`config.mk`:
```
export PLATFORM = sky130hd
export DESIGN_NAME = inst_fetch_unit
export DESIGN_NICKNAME = d
export VERILOG_FILES = /design/src/rtl/inst_fetch_unit.sv
export SDC_FILE = /design/constraint.sdc
export NUM_CORES = 1
export LEC_CHECK = 0
export ABC_AREA = 1
export CELL_PAD_IN_SITES_DETAIL_PLACEMENT = 0
export CELL_PAD_IN_SITES_GLOBAL_PLACEMENT = 2
export CORE_MARGIN = 5
export CORE_UTILIZATION = 31
export DETAILED_ROUTE_END_ITERATION = 10
export GPL_ROUTABILITY_DRIVEN = 0
export PLACE_DENSITY = 0.75
export SLEW_MARGIN = 20
export SYNTH_ARGS = -nofsm -noshare
export SYNTH_HDL_FRONTEND = slang
export SYNTH_SLANG_ARGS = --single-unit
```
`constraint.sdc`:
```
create_clock -name CLK -period 3.1 [get_ports CLK]
set_input_delay 0.465 -clock CLK [delete_from_list [all_inputs] [get_ports CLK]]
set_output_delay 0.465 -clock CLK [all_outputs]
set_load 0.005 [all_outputs]
```
`src/rtl/inst_fetch_unit.sv`:
```
// Instruction fetch unit: owns the fetch PC, drives the ROM word address,
// captures the 1-cycle-latency ROM read data and buffers {instruction, pc}
// in a small skid FIFO presented to decode over a valid/ready handshake.
module inst_fetch_unit #(
    parameter int unsigned       ADDR_W     = 4,
    parameter int unsigned       DATA_W     = 32,
    parameter logic [ADDR_W-1:0] RESET_PC   = '0,
    parameter int unsigned       FIFO_DEPTH = 2
) (
    input  logic              CLK,
    input  logic              RESET,
    output logic [ADDR_W-1:0] mem_addr,
    input  logic [DATA_W-1:0] inst_in,
    output logic [DATA_W-1:0] inst_out,
    output logic [ADDR_W-1:0] pc_out,
    output logic              inst_valid,
    input  logic              inst_ready,
    input  logic              redirect_valid,
    input  logic [ADDR_W-1:0] redirect_pc
);

    localparam int unsigned PTR_W = (FIFO_DEPTH > 1) ? $clog2(FIFO_DEPTH) : 1;
    localparam int unsigned CNT_W = $clog2(FIFO_DEPTH + 1);

    // Fetch state
    logic [ADDR_W-1:0] fetch_pc_q, fetch_pc_d;
    logic [ADDR_W-1:0] req_pc_q, req_pc_d;
    logic              inflight_q, inflight_d;

    // Skid FIFO state
    logic [DATA_W-1:0] data_q [FIFO_DEPTH];
    logic [ADDR_W-1:0] pcs_q  [FIFO_DEPTH];
    logic [PTR_W-1:0]  rd_ptr_q, rd_ptr_d;
    logic [PTR_W-1:0]  wr_ptr_q, wr_ptr_d;
    logic [CNT_W-1:0]  count_q, count_d;

    logic              push;
    logic              pop;
    logic              issue;
    logic [CNT_W:0]    credit_used;

    function automatic logic [PTR_W-1:0] ptr_inc(input logic [PTR_W-1:0] p);
        return (p == PTR_W'(FIFO_DEPTH - 1)) ? '0 : p + 1'b1;
    endfunction

    // Head presentation; a redirect hides the head so no transfer can happen.
    always_comb begin
        mem_addr   = redirect_valid ? redirect_pc : fetch_pc_q;
        inst_valid = (count_q != '0) && !redirect_valid;
        inst_out   = (count_q != '0) ? data_q[rd_ptr_q] : '0;
        pc_out     = (count_q != '0) ? pcs_q[rd_ptr_q] : '0;
    end

    // Handshake, credit and issue decisions
    always_comb begin
        pop         = inst_valid & inst_ready;
        // Responses already in flight when a redirect or reset hits are dropped.
        push        = inflight_q & !redirect_valid & !RESET;
        // Entries held plus the one response still owed, minus the one leaving.
        credit_used = {1'b0, count_q} + (CNT_W + 1)'(inflight_q) - (CNT_W + 1)'(pop);
        // A redirect flushes the FIFO this edge, so credit is full for its request.
        issue       = !RESET &&
                      (redirect_valid || (credit_used < (CNT_W + 1)'(FIFO_DEPTH)));
    end

    // Next-state for fetch PC, in-flight tracking and FIFO pointers
    always_comb begin
        fetch_pc_d = fetch_pc_q;
        req_pc_d   = req_pc_q;
        inflight_d = issue;
        rd_ptr_d   = rd_ptr_q;
        wr_ptr_d   = wr_ptr_q;
        count_d    = count_q;

        if (issue) begin
            req_pc_d   = mem_addr;
            fetch_pc_d = mem_addr + 1'b1;
        end

        if (redirect_valid) begin
            rd_ptr_d = '0;
            wr_ptr_d = '0;
            count_d  = '0;
        end else begin
            if (push) begin
                wr_ptr_d = ptr_inc(wr_ptr_q);
            end
            if (pop) begin
                rd_ptr_d = ptr_inc(rd_ptr_q);
            end
            count_d = count_q + CNT_W'(push) - CNT_W'(pop);
        end
    end

    // Control state registers with synchronous reset
    always_ff @(posedge CLK) begin
        if (RESET) begin
            fetch_pc_q <= RESET_PC;
            req_pc_q   <= '0;
            inflight_q <= 1'b0;
            rd_ptr_q   <= '0;
            wr_ptr_q   <= '0;
            count_q    <= '0;
        end else begin
            fetch_pc_q <= fetch_pc_d;
            req_pc_q   <= req_pc_d;
            inflight_q <= inflight_d;
            rd_ptr_q   <= rd_ptr_d;
            wr_ptr_q   <= wr_ptr_d;
            count_q    <= count_d;
        end
    end

    // FIFO storage; contents are only visible while count is non-zero
    always_ff @(posedge CLK) begin
        if (push) begin
            data_q[wr_ptr_q] <= inst_in;
            pcs_q[wr_ptr_q]  <= req_pc_q;
        end
    end

endmodule

```
# == Word level (Yosys, flattened, before mapping) ==
# Memories as Yosys holds them, arrays and structs flattened. A register that Yosys moved wholly into a read port is not among the register bits.
# Cells that the tools add are included.
# classes
add_sub_neg,7
magnitude_cmp,1
n_mux,11
n_bitwise,3
reduce_logical,7
# ops
operator,count
$mux 32,1
$mux 1,8
$mux 4,2
$add 4x1->4 const B,1
$add 2x1->3,1
$and 1x1->1,3
$lt 3x2->1 const B,1
$sub 3x1->3,1
$add 1x1->1 const B,2
$add 2x1->2,1
$logic_and 1x1->1,2
$logic_not 1->1,2
$reduce_bool 2->1,1
$reduce_or 2->1,1
$sub 2x1->2,1
$logic_or 1x1->1,1
# totals
ff_bits,13
ramBits,72
in_bits,40
output_inout_bits,41
elab_cells,37
mem_count,2
# memory_table
name,depth,width,read_ports,rd_ports_with_merged_regs,write_ports,line,rtl
data_q,2,32,1,1,1,31,logic [DATA_W-1:0] data_q [FIFO_DEPTH];
pcs_q,2,4,1,1,1,32,logic [ADDR_W-1:0] pcs_q [FIFO_DEPTH];

# == Longest topological paths before layout ==
# Gate-level depths: netlist of the first run.
# depth
depth_word,7
mapped_depth,13
ltp_nobuf,13

# == Least setup slack after synthesis of the first run ==
# Ideal clock, no wire load.
# synth_timing
path_type,in2reg
from,input port redirect_valid
to,"memory data_q[1][0], enable pin"
setup_ns,0.431
arrival_ns,2.285
required_ns,2.669
slack_ns,0.385
cell_stages,3
path_buffers,0
cell_sequence,nor2_2 nand2_1 nor2_1
# synth_between
elab_chain_cells,5
# synth_lines
item,line,rtl
"start, declared",18,"input logic redirect_valid,"
$logic_not 1->1,58,push = inflight_q & !redirect_valid & !RESET;
$and 1x1->1 (2 in a row),58,
$mux 1,116,if (push) begin
$mux 1 (implied by the code),117,data_q[wr_ptr_q] <= inst_in;
"end, declared",31,
# Every way passes these cells.

# == Worst setup path in the final report of the first run ==
# layout_timing
from,register count_q[0]
to,register req_pc_q[2]
# layout_between
elab_chain_cells,7
elab_cells_between_ends,8
cone_classes,add/sub: 2; order compare: 1; bitwise: 1; reduce/logical: 4
# layout_lines
item,line,rtl
"start, declared",35,"logic [CNT_W-1:0] count_q, count_d;"
"start signal, assigned",110,count_q <= count_d;
$reduce_bool 2->1,49,inst_valid = (count_q != '0) && !redirect_valid;
$logic_and 1x1->1,49,
$and 1x1->1,56,pop = inst_valid & inst_ready;
$sub 3x1->3 (*),60,"credit_used = {1'b0, count_q} + (CNT_W + 1)'(inflight_q) - (CNT_W + 1)'(pop);"
$lt 3x2->1 (*),63,(redirect_valid || (credit_used < (CNT_W + 1)'(FIFO_DEPTH)));
$logic_or 1x1->1 (*),63,
$logic_and 1x1->1 (*),62,issue = !RESET &&
"end signal, assigned",106,req_pc_q <= req_pc_d;
"end, declared",27,"logic [ADDR_W-1:0] req_pc_q, req_pc_d;"
# Every way passes the cells marked *; elsewhere a longest branch is shown, timed or not.
# A chain may end at the register's enable or synchronous reset.

==> results.toml, run 1 <==
[yosys]
synth-seq-area-share = 0.7281
yosysUniqueCellTypes = 23
netlist_instances = 286
avgSynthCellArea_um2 = 11.73
yosys_warnings = 0
synthesis.nets = 329
synth_area_leaders = "edfxtp_1 (64%), nand2_1 (13%), dfxtp_1 (8.4%)"
ys_ff_latch = 86
yosysTopAreaCellShare = 0.6445
synth.largest_area_cell = "edfxtp_1"
synthesis.area_mm2 = 0.003354

[place]
dp.cells = 501
dp_hpwl_um = 4775
port_buffers = 80

[pwr]
leakagePower_nw = 1.654
p_switching_mw = 0.4726
p_comb_frac = 0.067
cellPowerDensity_mw_per_mm2 = 521.8
power_frac_clock = 0.395
switching_share = 0.1968
p_seq_frac = 0.538
intPower_mw = 1.929
peakVddDrop_mv = 0.2490

[job]
drv_cap = 0

[worst_setup_path]
start_kind = "flop"
crit_path_cell_trace = "nor2_4 -> nor2_4 -> nand2_2 -> or2_4 -> a21boi_2 -> fa_1 -> inv_1 -> nand3_1 -> nand2_1 -> nor2_2 -> nand2_1 -> nand2_1"
critical_path.slowest_cell = "nor2_4"
end_kind = "flop"
critPathRequiredTime_ns = 3.40
max_stage_delay_ns = 0.79
cp.arrival_ns = 3.05
path_max_fanout = 37
crit_path_frequent_cell = "nand2_1"
critPathKind = "flop to flop"

[timing]
relSlewSlack = 0.3351
fin_skew_ns = 0.007800
period_minus_slack_ns = 2.755
min_period_over_period = 0.8888
whs_ns = 0.4577
hold_violations = 0
fmax_ghz = 0.3629
setup_tns_ns = 0
worstMarginPinSlew_ns = 0.9951
setup_violations = 0
slew_violations = 0
rsz0062_at_grt = "false"

[outcome]
status = "complete, no violations"

[global_route]
antenna_found_initial = 0
grt_pass1_vias = 2263
grt_use_total = 0.1164
overflow = 0
grt_pass1_wl_um = 11530
grt_max_degree = 38

[floorplan]
core_area_mm2 = 0.01075
die_area_mm2 = 0.01300
io_pins = 81
rows = 38
die_h_um = 114.0
die_x_um = 114.0
initial_core_util = 0.3122

[clocking]
clk_path_buf_depth = 2
cts_tree = "built"
clkTransAtPathRegs_ns = 0.09
insertion_delay_ns = 0.35
hold_buffers = 0
clock-sinks = 86
post_cts_resized = 0
cts_setup_buffers = 0
clock-root-buffer = "clkbuf_8"
cts_made_buffers = 9
htree_num_levels = 3

[route]
viasPerCell = 4.340
ant_nets = 0
first_iter_violations = 110
dr_total_vias = 2244
first_pass_iters = 4
route.detailed.drc = 0
wl_per_cell_um = 14.33
routed_wirelength_um = 7408

[layout]
n_antenna_cell = 0
area_growth_syn_to_layout_pct = 37.19
finalNonFillerCells = 517
final_net_count = 415
drive_gt1_frac = 0.08753

[worst_hold_path]
hp-class = "flop to flop"
[synthesized netlist by cell type (all sizes together)]
master	n
a21boi	1
a21oi	38
buf	8
clkbuf	2
clkinv	1
dfxtp	14
edfxtp	72
fa	1
ha	2
inv	8
nand2	116
nand3	6
nand4	1
nor2	11
nor3	1
or2	1
xnor2	1
xor2	2
[metal layers]
layer / vias up / track usage / part of all wire
met2: 58 / 0.1948 / 0.48
li1: 1139 / - / -
met5: - / 0 / 0
met1: 1039 / 0.1394 / 0.44
met4: 0 / 0.03563 / 0.010
met3: 8 / 0.04403 / 0.066
[stage by stage]
step / total power, mW / cell area (um2) / utilization / worst slack [ns]
6_report: 2.401 / 4602 / 0.4283 / 0.3447
5_1_grt: 2.503 / 4602 / 0.4283 / 0.07711
4_1_cts: 2.434 / 4602 / 0.4283 / 0.2774
3_5_place_dp: 1.481 / 4354 / 0.4052 / 0.2596
3_3_place_gp: 1.480 / 4354 / 0.4052 / 0.3151
2_1_floorplan: 1.373 / 3354 / - / 0.3845
[registers in the layout (all words and copies together) (netlist names), named ones only]
register / cells
fetch_pc_q: 4
rd_ptr_q: 1
inflight_q: 1
data_q: 64
pcs_q: 8
count_q: 2
req_pc_q: 4
wr_ptr_q: 1
[cell type report]
class | instances | area, um2
clock buffer | 11 | 141.4
multi-input combinational | 181 | 850.8
timing repair buffer | 85 | 850.8
fill | 1051 | 6143
tap | 140 | 175.2
sequential | 86 | 2444
clock inverter | 5 | 106.4
inverter | 9 | 33.78
[logic make-up (layout without fill, tap and decap cells)]
logic type / Yosys count / after routing / synth area share
DFF: 86 / 86 / 0.7281
xor gates and xnor gates: 3 / 3 / 0.007834
AOI/OAI and AO/OA: 39 / 39 / 0.06341
adders and majority gates: 3 / 3 / 0.01343
and+or+nand+nor: 136 / 136 / 0.1630
buffers and inverters: 19 / 110 / 0.02425
[layout by cell type, fill, tap and decap left out]
master,synthesis,layout
a21boi_2,1,1
a21oi_1,37,37
a21oi_4,1,1
buf_12,0,1
buf_4,0,4
bufinv_16,0,3
clkbuf_1,2,1
clkbuf_8,0,10
clkdlybuf4s50_1,0,80
clkinv_1,1,1
clkinvlp_4,0,1
dfxtp_1,14,13
dfxtp_2,0,1
edfxtp_1,72,72
fa_1,1,1
ha_1,2,2
inv_1,7,7
inv_2,1,1
inv_6,0,1
nand2_1,114,114
nand2_2,2,2
nand3_1,6,6
nand4_1,1,1
nor2_1,7,5
nor2_2,3,2
nor2_4,1,4
nor3_1,1,1
or2_4,1,1
xnor2_1,1,1
xor2_1,2,2
[path summary, 6_finish.rpt]
path,from,end,slack (ns),cells after the start
worst max-delay path,count_q[0],req_pc_q[2],0.34,12
worst min-delay path,fetch_pc_q[0],fetch_pc_q[0],0.46,2
worst max register to register,count_q[0],req_pc_q[2],0.34,12
worst min register to register,fetch_pc_q[0],fetch_pc_q[0],0.46,2
[worst max-delay path, delay by kind of cell (launching register included)]
family | cells | cell delay, ns
AO/OA/AOI/OAI | 1 | 0.05
adder cells (fa/ha/maj) | 1 | 0.48
buffers and inverters | 1 | 0.04
flip-flops | 1 | 0.37
AND/OR/NAND/NOR | 9 | 1.76
[power groups by stage]
stage	logic [mW]	clock network [mW]	registers, mW
2_1_floorplan	0.0563	0	1.32
3_3_place_gp	0.162	0	1.32
3_5_place_dp	0.163	0	1.32
4_1_cts	0.164	0.978	1.29
5_1_grt	0.177	1.03	1.29
6_report	0.160	0.949	1.29
No activity file was read; power rests on OpenSTA's default activity.
==> run 2, diff against run 1 <==
--- a/config.mk
+++ b/config.mk
@@ -10,6 +10,7 @@
 export CELL_PAD_IN_SITES_GLOBAL_PLACEMENT = 2
 export CORE_MARGIN = 5
 export CORE_UTILIZATION = 31
+export CTS_BUF_LIST = sky130_fd_sc_hd__clkbuf_8 sky130_fd_sc_hd__clkbuf_16
 export DETAILED_ROUTE_END_ITERATION = 10
 export GPL_ROUTABILITY_DRIVEN = 0
 export PLACE_DENSITY = 0.75
==> run 2 against run 1 <==
  * Count of clock-buffer cells in the layout decreased by 1
  * Register-to-register slack about the same
  * Critical path depth unchanged
  * Setup slack unchanged
  * Hold slack unchanged
  * Total power decreased by 0.12%
  * Die area unchanged
  * Non-clock buffer count unchanged
  * Global-route usage unchanged
  * Wire length about the same
  * Combinational power about the same
  * First-iteration DRC count unchanged
==> results.toml, run 2 (synthesized netlist as in run 1, its figures left out) <==
[outcome]
status = "complete, no violations"

[layout]
finalNonFillerCells = 517
layout_common_cells = "nand2_1 (114), clkdlybuf4s50_1 (80), edfxtp_1 (72), a21oi_1 (37), dfxtp_1 (13)"
nFillCells = 1051
multiInputGateArea_um2 = 850.8
drive_gt1_frac = 0.08753
register_area_mm2 = 0.002444
area_growth_syn_to_layout_pct = 37.19
n_antenna_cell = 0
finish.instance_area_mm2 = 0.004602
reg.largest.list = "data_q x64, pcs_q x8"
layout_commonest_cell = "nand2_1"
largest_reg_flops = 64
final_net_count = 415
top_register = "data_q"

[worst_setup_path]
rr_startpoint = "count_q[0]"
cp.arrival_ns = 3.05
critical_path.slowest_cell = "nor2_4"
start_kind = "flop"
r2r-end = "req_pc_q[2]"
max_stage_delay_ns = 0.79
critPathRequiredTime_ns = 3.40
timing.reg2reg.setup_slack_ns = 0.34
critPathKind = "flop to flop"
path_max_fanout = 37
worst-r2r-cell-count = 12
end_kind = "flop"
crit_path_cell_trace = "nor2_4 -> nor2_4 -> nand2_2 -> or2_4 -> a21boi_2 -> fa_1 -> inv_1 -> nand3_1 -> nand2_1 -> nor2_2 -> nand2_1 -> nand2_1"
crit_path_frequent_cell = "nand2_1"

[floorplan]
io_pins = 81
initial_core_util = 0.3122
die_area_mm2 = 0.01300
die_x_um = 114.0
die_h_um = 114.0
rows = 38
core_area_mm2 = 0.01075

[global_route]
overflow = 0
grt_max_degree = 38
antenna_found_initial = 0
grt_pass1_vias = 2263
grt_use_total = 0.1164
grt_pass1_wl_um = 11530

[route]
route.detailed.drc = 0
ant_nets = 0
viasPerCell = 4.338
wl_per_cell_um = 14.33
first_iter_violations = 110
routed_wirelength_um = 7409
dr_total_vias = 2243
first_pass_iters = 4

[worst_hold_path]
whs_endpoint = "fetch_pc_q[0]"
hp-start = "fetch_pc_q[0]"
whs_path_depth = 2
hp-class = "flop to flop"

[timing]
fmax_ghz = 0.3629
min_period_over_period = 0.8888
fin_skew_ns = 0.007800
setup_violations = 0
hold_violations = 0
relSlewSlack = 0.3351
worstMarginPinSlew_ns = 0.9951
period_minus_slack_ns = 2.755
slew_violations = 0
rsz0062_at_grt = "false"
setup_ws_ns = 0.3447
setup_tns_ns = 0

[clocking]
hold_buffers = 0
clock-root-buffer = "clkbuf_8"
post_cts_resized = 0
clk_path_buf_depth = 2
clock-sinks = 86
htree_num_levels = 3
cts_setup_buffers = 0
cts_tree = "built"
clkTransAtPathRegs_ns = 0.09
insertion_delay_ns = 0.35
cts_made_buffers = 9

[place]
dpl_worst_slack_ns = 0.2596
dp.cells = 501
place_area_mm2 = 0.004354
dp_hpwl_um = 4775
port_buffers = 80

[pwr]
leakagePower_nw = 1.658
cellPowerDensity_mw_per_mm2 = 521.2
p_total_mw = 2.398
peakVddDrop_mv = 0.2490

[job]
drv_cap = 0
[run 2: changes by cell type in the layout (fill, tap and decap cells not counted)]
cell      change
clkbuf_1      -1
inv_1         +1
[run 2: worst max path at each step]
stage | start | cells after the start | to
after floorplan | redirect_valid | 3 | data_q[1][0]
after global placement | redirect_valid | 11 | fetch_pc_q[3]
after detailed placement | redirect_valid | 11 | req_pc_q[0]
after CTS | flop | 5 | inst_out[1]
after global routing | count_q[0] | 12 | req_pc_q[2]
final | count_q[0] | 12 | req_pc_q[2]
[run 2: worst max-delay path: cells and delay by family, from the launching register on]
family / cells / cell delay (ns)
AO/OA/AOI/OAI: 1 / 0.05
adder cells (fa/ha/maj): 1 / 0.48
buffers and inverters: 1 / 0.04
flip-flops: 1 / 0.37
AND/OR/NAND/NOR: 9 / 1.76
[run 2: cell type report]
type                       count  area share
sequential                    86      0.5310
multi-input combinational    181      0.1849
timing repair buffer          85      0.1849
tap                          140     0.03806
clock buffer                  10     0.02991
clock inverter                 6     0.02393
inverter                       9    0.007341
[run 2: where the power goes]
group | leakage (nW) | total (mW) | switching (mW) | internal (mW)
registers | 0.772 | 1.29 | 0.0116 | 1.28
logic | 0.762 | 0.160 | 0.0725 | 0.0874
clock network | 0.124 | 0.946 | 0.389 | 0.557
total | 1.66 | 2.40 | 0.473 | 1.93
[run 2: through the flow]
step / hold slack [ns] / util
final: 0.4577 / 0.4283
after global routing: 0.4765 / 0.4283
after CTS: 0.4630 / 0.4283
after detailed placement: 0.4488 / 0.4052
after global placement: 0.4463 / 0.4052
after floorplan: 0.4259 / -
[run 2: per-layer routing]
layer / vias to the layer above / routed length (um) / track usage / share of wire
met1: 1038 / 3253 / 0.1394 / 0.44
met2: 58 / 3591 / 0.1948 / 0.48
met4: 0 / 75 / 0.03563 / 0.010
met5: - / 0 / 0 / 0
met3: 8 / 489 / 0.04403 / 0.066
li1: 1139 / - / - / -
